`src/rtl/multicycle_controller.sv`:
```
// Multicycle MIPS sequencing FSM: per-state datapath selects, memory handshake,
// ALU control decode and a retired-instruction counter.
module multicycle_controller #(
  parameter int unsigned CNT_W = 32
) (
  input  logic             clk,
  input  logic             reset,
  input  logic [5:0]       op,
  input  logic [5:0]       funct,
  input  logic             zero,
  input  logic             mem_ready,
  output logic             mem_req,
  output logic             memwrite,
  output logic             iord,
  output logic             irwrite,
  output logic             pcen,
  output logic [1:0]       pcsrc,
  output logic             alusrca,
  output logic [1:0]       alusrcb,
  output logic [3:0]       alucontrol,
  output logic             regdst,
  output logic             memtoreg,
  output logic             regwrite,
  output logic             illegal,
  output logic [3:0]       state,
  output logic [CNT_W-1:0] instr_count
);

  typedef enum logic [3:0] {
    FETCH    = 4'd0,
    DECODE   = 4'd1,
    MEMADR   = 4'd2,
    MEMRD    = 4'd3,
    MEMWB    = 4'd4,
    MEMWR    = 4'd5,
    EXECUTE  = 4'd6,
    ALUWB    = 4'd7,
    BRANCH   = 4'd8,
    ADDIEXEC = 4'd9,
    ADDIWB   = 4'd10,
    JUMP     = 4'd11
  } state_t;

  localparam logic [5:0] OP_RTYPE = 6'b000000;
  localparam logic [5:0] OP_LW    = 6'b100011;
  localparam logic [5:0] OP_SW    = 6'b101011;
  localparam logic [5:0] OP_BEQ   = 6'b000100;
  localparam logic [5:0] OP_BNE   = 6'b000101;
  localparam logic [5:0] OP_ADDI  = 6'b001000;
  localparam logic [5:0] OP_J     = 6'b000010;

  localparam logic [3:0] ALU_ADD = 4'b0010;
  localparam logic [3:0] ALU_SUB = 4'b0110;
  localparam logic [3:0] ALU_AND = 4'b0000;
  localparam logic [3:0] ALU_OR  = 4'b0001;
  localparam logic [3:0] ALU_SLT = 4'b0111;

  state_t state_q;
  state_t state_d;
  logic   retire;
  logic   mem_req_raw;
  logic   memwrite_raw;
  logic   irwrite_raw;
  logic   pcen_raw;
  logic   regwrite_raw;
  logic   illegal_raw;

  // State register and retired-instruction counter
  always_ff @(posedge clk or negedge reset) begin
    if (!reset) begin
      state_q     <= FETCH;
      instr_count <= '0;
    end else begin
      state_q <= state_d;
      if (retire) instr_count <= instr_count + CNT_W'(1);
    end
  end

  // Next-state and per-state datapath controls
  always_comb begin
    state_d      = state_q;
    retire       = 1'b0;
    mem_req_raw  = 1'b0;
    memwrite_raw = 1'b0;
    irwrite_raw  = 1'b0;
    pcen_raw     = 1'b0;
    regwrite_raw = 1'b0;
    illegal_raw  = 1'b0;
    iord         = 1'b0;
    pcsrc        = 2'b00;
    alusrca      = 1'b0;
    alusrcb      = 2'b00;
    alucontrol   = ALU_ADD;
    regdst       = 1'b0;
    memtoreg     = 1'b0;
    unique case (state_q)
      FETCH: begin
        mem_req_raw = 1'b1;
        alusrcb     = 2'b01;
        irwrite_raw = mem_ready;
        pcen_raw    = mem_ready;
        if (mem_ready) state_d = DECODE;
      end
      DECODE: begin
        alusrcb = 2'b11;
        case (op)
          OP_RTYPE:      state_d = EXECUTE;
          OP_LW, OP_SW:  state_d = MEMADR;
          OP_BEQ, OP_BNE: state_d = BRANCH;
          OP_ADDI:       state_d = ADDIEXEC;
          OP_J:          state_d = JUMP;
          default: begin
            illegal_raw = 1'b1;
            state_d     = FETCH;
          end
        endcase
      end
      MEMADR: begin
        alusrca = 1'b1;
        alusrcb = 2'b10;
        state_d = (op == OP_SW) ? MEMWR : MEMRD;
      end
      MEMRD: begin
        mem_req_raw = 1'b1;
        iord        = 1'b1;
        if (mem_ready) state_d = MEMWB;
      end
      MEMWB: begin
        regwrite_raw = 1'b1;
        memtoreg     = 1'b1;
        state_d      = FETCH;
        retire       = 1'b1;
      end
      MEMWR: begin
        mem_req_raw  = 1'b1;
        memwrite_raw = 1'b1;
        iord         = 1'b1;
        if (mem_ready) begin
          state_d = FETCH;
          retire  = 1'b1;
        end
      end
      EXECUTE: begin
        alusrca = 1'b1;
        case (funct)
          6'b100000: alucontrol = ALU_ADD;
          6'b100010: alucontrol = ALU_SUB;
          6'b100100: alucontrol = ALU_AND;
          6'b100101: alucontrol = ALU_OR;
          6'b101010: alucontrol = ALU_SLT;
          default:   alucontrol = ALU_ADD;
        endcase
        state_d = ALUWB;
      end
      ALUWB: begin
        regwrite_raw = 1'b1;
        regdst       = 1'b1;
        state_d      = FETCH;
        retire       = 1'b1;
      end
      BRANCH: begin
        alusrca    = 1'b1;
        alucontrol = ALU_SUB;
        pcsrc      = 2'b01;
        // bne inverts the sense of the zero flag
        pcen_raw   = zero ^ (op == OP_BNE);
        state_d    = FETCH;
        retire     = 1'b1;
      end
      ADDIEXEC: begin
        alusrca = 1'b1;
        alusrcb = 2'b10;
        state_d = ADDIWB;
      end
      ADDIWB: begin
        regwrite_raw = 1'b1;
        state_d      = FETCH;
        retire       = 1'b1;
      end
      JUMP: begin
        pcsrc    = 2'b10;
        pcen_raw = 1'b1;
        state_d  = FETCH;
        retire   = 1'b1;
      end
      default: state_d = FETCH;
    endcase
  end

  // Write enables and requests are held off for as long as reset is low
  assign mem_req  = mem_req_raw  & reset;
  assign memwrite = memwrite_raw & reset;
  assign irwrite  = irwrite_raw  & reset;
  assign pcen     = pcen_raw     & reset;
  assign regwrite = regwrite_raw & reset;
  assign illegal  = illegal_raw  & reset;
  assign state    = state_q;

endmodule

```
`config.mk`:
```
export PLATFORM = sky130hd
export DESIGN_NAME = multicycle_controller
export DESIGN_NICKNAME = d
export VERILOG_FILES = /design/src/rtl/multicycle_controller.sv
export SDC_FILE = /design/constraint.sdc
export NUM_CORES = 1
export LEC_CHECK = 0
export BUFFER_PORTS_ARGS = -buffer_cell sky130_fd_sc_hd__clkbuf_2
export CAP_MARGIN = 25
export CORE_ASPECT_RATIO = 1.2
export CORE_MARGIN = 2
export CORE_UTILIZATION = 30
export DETAILED_ROUTE_END_ITERATION = 7
export HOLD_SLACK_MARGIN = 0.03
export SYNTH_ARGS = -nofsm -noshare
export SYNTH_HDL_FRONTEND = slang
export SYNTH_SLANG_ARGS = --single-unit
```
`constraint.sdc`:
```
create_clock -name clk -period 4.42 [get_ports clk]
set_input_delay 0.221 -clock clk [delete_from_list [all_inputs] [get_ports clk]]
set_output_delay 0.221 -clock clk [all_outputs]
set_load 0.05 [all_outputs]
```
# --- Yosys cells after proc, flatten, opt, wreduce, memory -nomap -nowiden ---
# Index checks and enable logic that the tools add are counted.
classes:
  n_addsub: 1
  eq_ne: 24
  mux: 23
  bitwise: 7
  reduce_logical: 12
ops:
  columns: ["cell", "count"]
  rows:
  - ["$eq A6 B6 Y1 const B", 6]
  - ["$add A32 B1 Y32 const B", 1]
  - ["$pmux W4 S7", 1]
  - ["$pmux W4 S5", 1]
  - ["$eq A4 B3 Y1 const B", 4]
  - ["$eq A4 B4 Y1 const B", 4]
  - ["$eq A6 B3 Y1 const B", 2]
  - ["$mux W4", 3]
  - ["$pmux W3 S4", 1]
  - ["$mux W1", 11]
  - ["$eq A4 B2 Y1 const B", 2]
  - ["$reduce_or A2 Y1", 4]
  - ["$reduce_or A7 Y1", 1]
  - ["$and A1 B1 Y1", 6]
  - ["$eq A6 B2 Y1 const B", 1]
  - ["$eq A6 B4 Y1 const B", 1]
  - ["$logic_not A6 Y1", 1]
  - ["$ne A2 B2 Y1 const B", 3]
  - ["$pmux W2 S3", 1]
  - ["$pmux W3 S2", 1]
  - ["$reduce_or A3 Y1", 2]
  - ["$reduce_or A5 Y1", 1]
  - ["$eq A4 B1 Y1 const B", 1]
  - ["$logic_not A4 Y1", 1]
  - ["7 further kinds", 7]
totals:
  register_bits: 36
  inputBits: 16
  output_inout_bits: 54
  wordCells: 69

# --- Logic depth before layout (Yosys ltp) ---
# Gate-level depths: netlist of run 1.
depth:
  word_depth: 5
  ltp_mapped: 7
  ltp_nobuf: 6

# --- Least setup slack after synthesis of run 1 ---
# OpenSTA, ideal clock, no wires.
synth_timing:
  kind: "register to output"
  startpoint: "reg state_q[2], in the netlist state[2]"
  endpoint: "out alucontrol[2]"
  arrival_ns: 2.872
  required_ns: 4.199
  path_slack_ns: 1.327
  stages_incl_launch_ff: 5
  n_path_buf: 1
  cell_sequence: "dfrtp_1 buf_2 nor2b_1 nand4b_1 o41ai_1"
synth_via:
  elab_chain_len: 2
  elab_cells_between_ends: 3
  cone_classes: "eq/ne (2); mux (1)"
synth_lines:
  columns: ["element", "line", "source"]
  rows:
  - ["from (decl)", "58", "state_t state_q;"]
  - ["from (signal assigned)", "74", "state_q <= state_d;"]
  - ["$eq A4 B4 Y1 / $eq A4 B3 Y1 (equally long branches)", "96", "unique case (state_q)"]
  - ["$pmux W3 S2 *", "96", null]
  - ["to (decl)", "20", "output logic [3:0] alucontrol,"]
# Every way passes the cells marked *; elsewhere a longest branch is shown, timed or not.

# --- Final worst setup path of run 1 ---
# Same ends and word-level chain as after synthesis.

==> results of run 1 <==
[tightest hold or removal path: cells and delay by family]
kind / cells / cell delay, ns
AO/OA/AOI/OAI: 1 / 0.05
AND/OR/NAND/NOR: 2 / 0.13
buffers and inverters: 1 / 0.16
[power by group]
group	switching [mW]	internal, mW	total, mW
Clock	0.113	0.139	0.252
Sequential	0.0816	0.357	0.439
Combinational	0.370	0.129	0.499
[cell usage after synthesis (all sizes together)]
| library cell | count | share of area (%) |
|---|---|---|
| nor3b | 1 | 0.35 |
| o311ai | 1 | 0.41 |
| nor2b | 7 | 2.1 |
| dfrtp | 36 | 42 |
| o21ai | 11 | 2.7 |
| and2 | 3 | 0.87 |
| nand4 | 13 | 5.3 |
| a31oi | 1 | 0.29 |
| nor4 | 5 | 2.0 |
| nand3 | 14 | 3.3 |
| conb | 1 | 0.17 |
| inv | 11 | 1.9 |
| and4 | 1 | 0.41 |
| o2111ai | 1 | 0.41 |
| or3 | 2 | 0.58 |
| buf | 6 | 1.4 |
| xor2 | 16 | 6.5 |
| o41ai | 1 | 0.41 |
| nand2b | 2 | 0.58 |
| nand4b | 2 | 0.81 |
| mux2i | 2 | 0.93 |
| clkbuf | 3 | 0.52 |
| a21oi | 6 | 1.6 |
| ha | 1 | 0.58 |
| nor2 | 26 | 4.5 |
| xnor2 | 19 | 7.7 |
| nand2 | 18 | 3.3 |
| o22ai | 2 | 0.58 |
| nand3b | 1 | 0.35 |
| and3 | 6 | 1.7 |
| nor4b | 2 | 0.81 |
| nor3 | 16 | 4.7 |
| a21boi | 1 | 0.35 |
[cell usage in the layout (no fill, tap or decap), drive strengths merged, types with 2 or more instances in the layout]
master	n
xor2	16
a21oi	6
nand2	18
or3	2
nor4	5
nand4	13
nor2	26
inv	11
nor3	16
xnor2	19
nand4b	2
clkbuf	75
nor2b	7
nand3	14
and2	3
nor4b	2
mux2i	2
o22ai	2
nand2b	2
and3	6
dfrtp	36
o21ai	11
[metal layers]
metal / vias up / GRT usage (%) / wire, um
li1: 959 / - / -
met1: 941 / 16.4 / 2240
met2: 45 / 21.9 / 2540
met3: 6 / 3.73 / 306
met4: 0 / 4.17 / 66
met5: - / 0 / 0
[kinds of logic (layout without fill, tap and decap cells)]
logic type,after synthesis,in the layout
other,1,1
muxes,2,2
xor gates and xnor gates,35,35
buffers and inverters,20,88
AOI/OAI and AO/OA,24,24
DFF,36,36
and+or+nand+nor,119,119
adders and majority gates,1,1
[final cells by class]
cell class	count	area, um2	area share, %
repair buffers	70	358	13.4
inverters	11	41.3	1.54
multi-input cells	182	1170	43.8
clock buffers	7	96.3	3.60
well taps	87	109	4.07
flip-flops and latches	36	901	33.6
[state kept, by name, summed over array words and instances (netlist names)]
register,cells
state,4
instr_count,32
[final timing paths]
path / slack [ns] / to / depth (start not counted) / from
worst max register to register: 2.29 / instr_count[29] / 5 / state[2]
worst max-delay path: 2.08 / alucontrol[2] / 4 / state[2]
max in group asynchronous: 3.55 / instr_count[9] / 3 / reset
worst min register to register: 0.47 / instr_count[31] / 1 / instr_count[31]
min in group asynchronous: 0.52 / instr_count[24] / 3 / reset
worst min-delay path: 0.32 / state[2] / 4 / mem_ready
[per-stage QoR]
step           setup slack (ns)  hold slack, ns  cells
2_1_floorplan              1.33         -0.0746    238
3_3_place_gp               2.37           0.315    385
3_5_place_dp               2.31           0.317    385
4_1_cts                    2.06           0.312    393
5_1_grt                    1.87           0.342    393
6_report                   2.08           0.323    393
[repair_timing]
item                                    in CTS  in global routing
endpoints found under the setup margin       0                  0
endpoints found under the hold margin       36                  0
setup buffers                                0                  0
hold buffers                                 1                  0
==> reports/metrics.cfg, run 1 <==
[logic_synthesis]
synth-simple-area-share_pct=31.7
synthCells=238
synth_xor_area_share_pct=14.2
synth_seq_cells=36
syn_avg_cell_area_um2=9.06
synthAdderAreaFrac_pct=0.580
syn_nets=255
synth_cell_types=44
synth_top_family_by_area=simple AND/OR/NAND/NOR gates
seq_area_frac_synth_pct=41.8
synthMuxAreaShare_pct=0.929
syn_area_mm2=0.00216
yosys_warnings=0
synth_compound_area_share_pct=6.73

[detailed_routing]
wl_per_cell_um=13.1
drt_iter0_markers=60
drc=0
vias_per_cell=4.96
drt_wl_total_mm=5.15
drt_pass1_iterations=4
num_vias=1951
ant_nets=0

[pwr]
total_power_mw=1.19
vdd_drop_max_mv=0.261
power.density_mw_per_mm2=444
leakage_nw=1.31

[placed_design]
portBuffers=68
gp_routability_congestion=0.798
hpwl_mm=3.86
dpl_cell_area_mm2=0.00257

[global_routing]
overflow=0
grt_max_degree=43
antenna_found_initial=0
grt_pass1_vias=1795
grt_usage_pct=13.3
grt_pass1_wl_mm=8.40

[sta]
finalSetupTns_ns=0
fmax_mhz=427
finalCritPeriodShare_pct=53.0
setup_viol=0
slew_violations=0
slew_headroom_pct=58.5
finalClockSkew_ns=0.00691
hold_violations=0
final.min_clock_period_ns=2.34
tightestPinTransition_ns=0.622
rsz0062_at_grt=false

[layout]
syn2layout_area_growth_pct=24.2
stdcell_area_mm2=0.00268
final_util_pct=38.8
fin_nets=323
n_antenna_cell=0
fillCellCount=714
layout-drive-gt1-share_pct=29.1

[flow_run]
max_cap_viol_count=0

[clocking]
cts.sinks=36
clkLatencyLatePin_ns=0.29
htreeDepth=2
ctsLongestPathBuffers=2
clock-root-buffer=clkbuf_8
post_cts_resized=0
cts_tree=done
numCtsBuffers=5
clk_pin_slew_ns=0.07

[setup_path]
cp_max_fo=20
slowest_stage=dfrtp_1
required_ns=4.20
crit_family=flip-flops
crit_chain=nor2b_1 -> nand4b_1 -> o41ai_1 -> clkbuf_2
critPathArrivalTime_ns=2.12
critical-path-max-stage-delay_ns=0.74
crit_type=flip-flop to output pin
cp-start-kind=flip-flop
crit_path_end_kind=output pin
cp.buffers_inverters=1

[min_path]
hp-class=input pin to flip-flop

[floorplanning]
core_mm2=0.00690
fp-row-count=33
initial_core_util_pct=31.3
die-area_mm2=0.00788
die_h_um=96.9
io-pin-count=70
die_w_um=81.4

[run_status]
status=finished clean

No activity file was read; power rests on OpenSTA's default activity.
==> run 2: changes to the inputs <==
--- a/config.mk
+++ b/config.mk
@@ -5,6 +5,7 @@
 export SDC_FILE = /design/constraint.sdc
 export NUM_CORES = 1
 export LEC_CHECK = 0
+export ABC_AREA = 1
 export BUFFER_PORTS_ARGS = -buffer_cell sky130_fd_sc_hd__clkbuf_2
 export CAP_MARGIN = 25
 export CORE_ASPECT_RATIO = 1.2
==> constraint.sdc (replaced) <==
create_clock -name clk -period 2.4 [get_ports clk]
set_input_delay 0.12 -clock clk [delete_from_list [all_inputs] [get_ports clk]]
set_output_delay 0.12 -clock clk [all_outputs]
set_load 0.05 [all_outputs]
==> run 2 against run 1 <==
  * Clock power increased by 78%
  * Sequential share of layout area decreased by 6.3 points
  * Non-clock buffer count increased by 1
  * Synthesized area increased by 27%
  * Clock skew decreased by 0.0033 ns
  * Critical path depth increased by 2
  * Largest cell class unchanged
==> reports/metrics.cfg, run 2 <==
[layout]
layout_common_cells=nand2_1 (183), nor2_1 (79), clkbuf_2 (68)  ; was clkbuf_2 (68), dfrtp_1 (36), nor2_1 (26)
stdcell_area_mm2=0.00329  ; was 0.00268 mm2
top_register=instr_count  ; unchanged
final_common_cell=nand2_1  ; was clkbuf_2
fillCellCount=1002  ; was 714
final_util_pct=36.6  ; was 38.8%
n_antenna_cell=0  ; unchanged
syn2layout_area_growth_pct=19.8  ; was 24.2%
fin_nets=551  ; was 323
stdcell_count=655  ; was 393
layout-drive-gt1-share_pct=15.3  ; was 29.1%
largest_register_ffs=32  ; unchanged

[setup_path]
cp_max_fo=6  ; was 20
required_ns=2.28  ; was 4.20 ns
crit_path_end_kind=output pin  ; unchanged
r2r_slack_ns=0.46  ; was 2.29 ns
worst_r2r_endpoint=instr_count[8]  ; was instr_count[29]
cp-start-kind=flip-flop  ; unchanged
r2r_start=state[2]  ; unchanged
reg2reg_depth=9  ; was 5
crit_path_end=illegal  ; was alucontrol[2]
critPathLaunch=state[2]  ; unchanged
crit_type=flip-flop to output pin  ; unchanged
critPathArrivalTime_ns=1.98  ; was 2.12 ns

[detailed_routing]
wl_per_cell_um=12.1  ; was 13.1 um
ant_nets=0  ; unchanged
vias_per_cell=4.70  ; was 4.96
num_vias=3078  ; was 1951
drt_iter0_markers=146  ; was 60
drt_pass1_iterations=4  ; unchanged
drt_wl_total_mm=7.90  ; was 5.15 mm
drc=0  ; unchanged

[pwr]
vdd_drop_max_mv=0.523  ; was 0.261 mV
total_power_mw=2.23  ; was 1.19 mW
leakage_nw=1.75  ; was 1.31 nW
power.density_mw_per_mm2=677  ; was 444 mW/mm2

[logic_synthesis]
syn_avg_cell_area_um2=5.91  ; was 9.06 um2
synthCells=465  ; was 238
synth_ff_type=dfrtp_1  ; unchanged
seq_area_frac_synth_pct=32.8  ; was 41.8%
syn_nets=482  ; was 255
async_reset_ff_share_pct=100  ; unchanged
syn_area_mm2=0.00275  ; was 0.00216 mm2
synth_cell_types=24  ; was 44
synthTopCellsByCount=nand2_1 (183), nor2_1 (79), inv_1 (53)  ; was dfrtp_1 (36), nor2_1 (26), xnor2_1 (19)
synth.area.top_cells=dfrtp_1 (33%), nand2_1 (25%), nor2_1 (11%)  ; was dfrtp_1 (42%), xnor2_1 (7.7%), xor2_1 (6.5%)
synth_edf_count=0  ; unchanged
synth_seq_cells=36  ; unchanged
yosys.area.top_type=dfrtp_1  ; unchanged
yosysMostFrequentCell=nand2_1  ; was dfrtp_1
yosys_warnings=0  ; unchanged
synth.top_cell.area_share_pct=32.8  ; was 41.8%

[floorplanning]
initial_core_util_pct=30.6  ; was 31.3%
fp-row-count=38  ; was 33
io-pin-count=70  ; unchanged
die_w_um=91.4  ; was 81.4 um
core_mm2=0.00899  ; was 0.00690 mm2
die-area_mm2=0.00994  ; was 0.00788 mm2
die_h_um=109  ; was 96.9 um

[clocking]
clkLatencyLatePin_ns=0.29  ; about the same
htreeDepth=2  ; unchanged
cts.sinks=36  ; unchanged
numCtsBuffers=5  ; unchanged
clock-root-buffer=clkbuf_8  ; unchanged
cts_tree=done  ; unchanged
clk_pin_slew_ns=0.07  ; about the same
ctsLongestPathBuffers=2  ; unchanged

[sta]
whs_ns=0.185  ; was 0.323 ns
rsz0062_at_grt=false  ; unchanged
setup_viol=0  ; unchanged
final.min_clock_period_ns=2.10
fmax_mhz=475
slew_headroom_pct=52.6  ; was 58.5%
finalSetupTns_ns=0  ; unchanged
hold_violations=0  ; unchanged
setup_slack_ns=0.296  ; was 2.08 ns
finalCritPeriodShare_pct=87.7
slew_violations=0  ; unchanged
tightestPinTransition_ns=0.711  ; was 0.622 ns
finalClockSkew_ns=0.00358  ; was 0.00691 ns

[run_status]
status=finished clean  ; unchanged

[global_routing]
grt_usage_pct=16.7  ; was 13.3%
grt_pass1_vias=2969  ; was 1795
grt_max_degree=43  ; unchanged
overflow=0  ; unchanged
grt_pass1_wl_mm=13.5  ; was 8.40 mm
antenna_found_initial=0  ; unchanged

[flow_run]
max_cap_viol_count=0  ; unchanged

[placed_design]
placed_cells=646  ; was 385
hpwl_mm=6.31  ; was 3.86 mm
place_ws_ns=0.448  ; was 2.31 ns
dpl_cell_area_mm2=0.00319  ; was 0.00257 mm2
gp_routability_congestion=0.886  ; was 0.798
portBuffers=68  ; unchanged

[min_path]
hp-class=input pin to flip-flop  ; unchanged
hold_depth=3  ; was 4

## run 2: logic make-up (layout without fill, tap and decap cells)
group | Yosys count | after routing | synth area share, %
simple gates | 329 | 329 | 49.0
buf+inv | 64 | 134 | 9.88
flops | 36 | 36 | 32.8
compound gates | 24 | 24 | 4.55
xor+xnor | 10 | 10 | 3.19
fa+ha+maj | 1 | 1 | 0.455
other cells | 1 | 1 | 0.136
## run 2: critical path, cell delays in order, from the launching register on
cell	delay (ns)
dfrtp_1	0.42
nor2_1	0.33
inv_1	0.12
nor2_1	0.26
nand4_1	0.13
nor2_1	0.15
clkbuf_2	0.29
## run 2: report_power, final
group          switching (mW)  total (mW)  internal, mW
Sequential             0.0646       0.720         0.655
Clock                   0.215       0.449         0.234
Combinational           0.844        1.06         0.216
## run 2: worst min path at each step
| stage | end | slack [ns] | startpoint |
|---|---|---|---|
| after floorplan | instr_count[0] | -0.18 | reset |
| after global placement | instr_count[4] | 0.19 | reset |
| after detailed placement | instr_count[4] | 0.20 | reset |
| after CTS | state[3] | 0.16 | op[2] |
| after global routing | state[2] | 0.18 | mem_ready |
| final | state[3] | 0.19 | op[2] |
## run 2: cell type report
cell class                      instances  area [um2]  area share (%)
Inverter                               55         206            6.27
Timing Repair Buffer                   71         365            11.1
Multi-Input combinational cell        365        1580            48.0
Sequential cell                        36         901            27.4
Tap cell                              120         150            4.56
Clock buffer                            8        90.1            2.74
## run 2: layer usage
layer | vias up | part of all wire, % | track usage (%)
li1 | 1580 | - | -
met1 | 1399 | 43 | 18.9
met2 | 84 | 50 | 31.3
met3 | 15 | 4.5 | 3.18
met4 | 0 | 2.5 | 5.95
met5 | - | 0 | 0
## run 2: repair_timing
item / 4_1_cts / 5_1_grt
gates resized for setup: 0 / 0
hold buffers: 1 / 0
hold endpoints to repair: 22 / 0
buffers inserted: 0 / 0
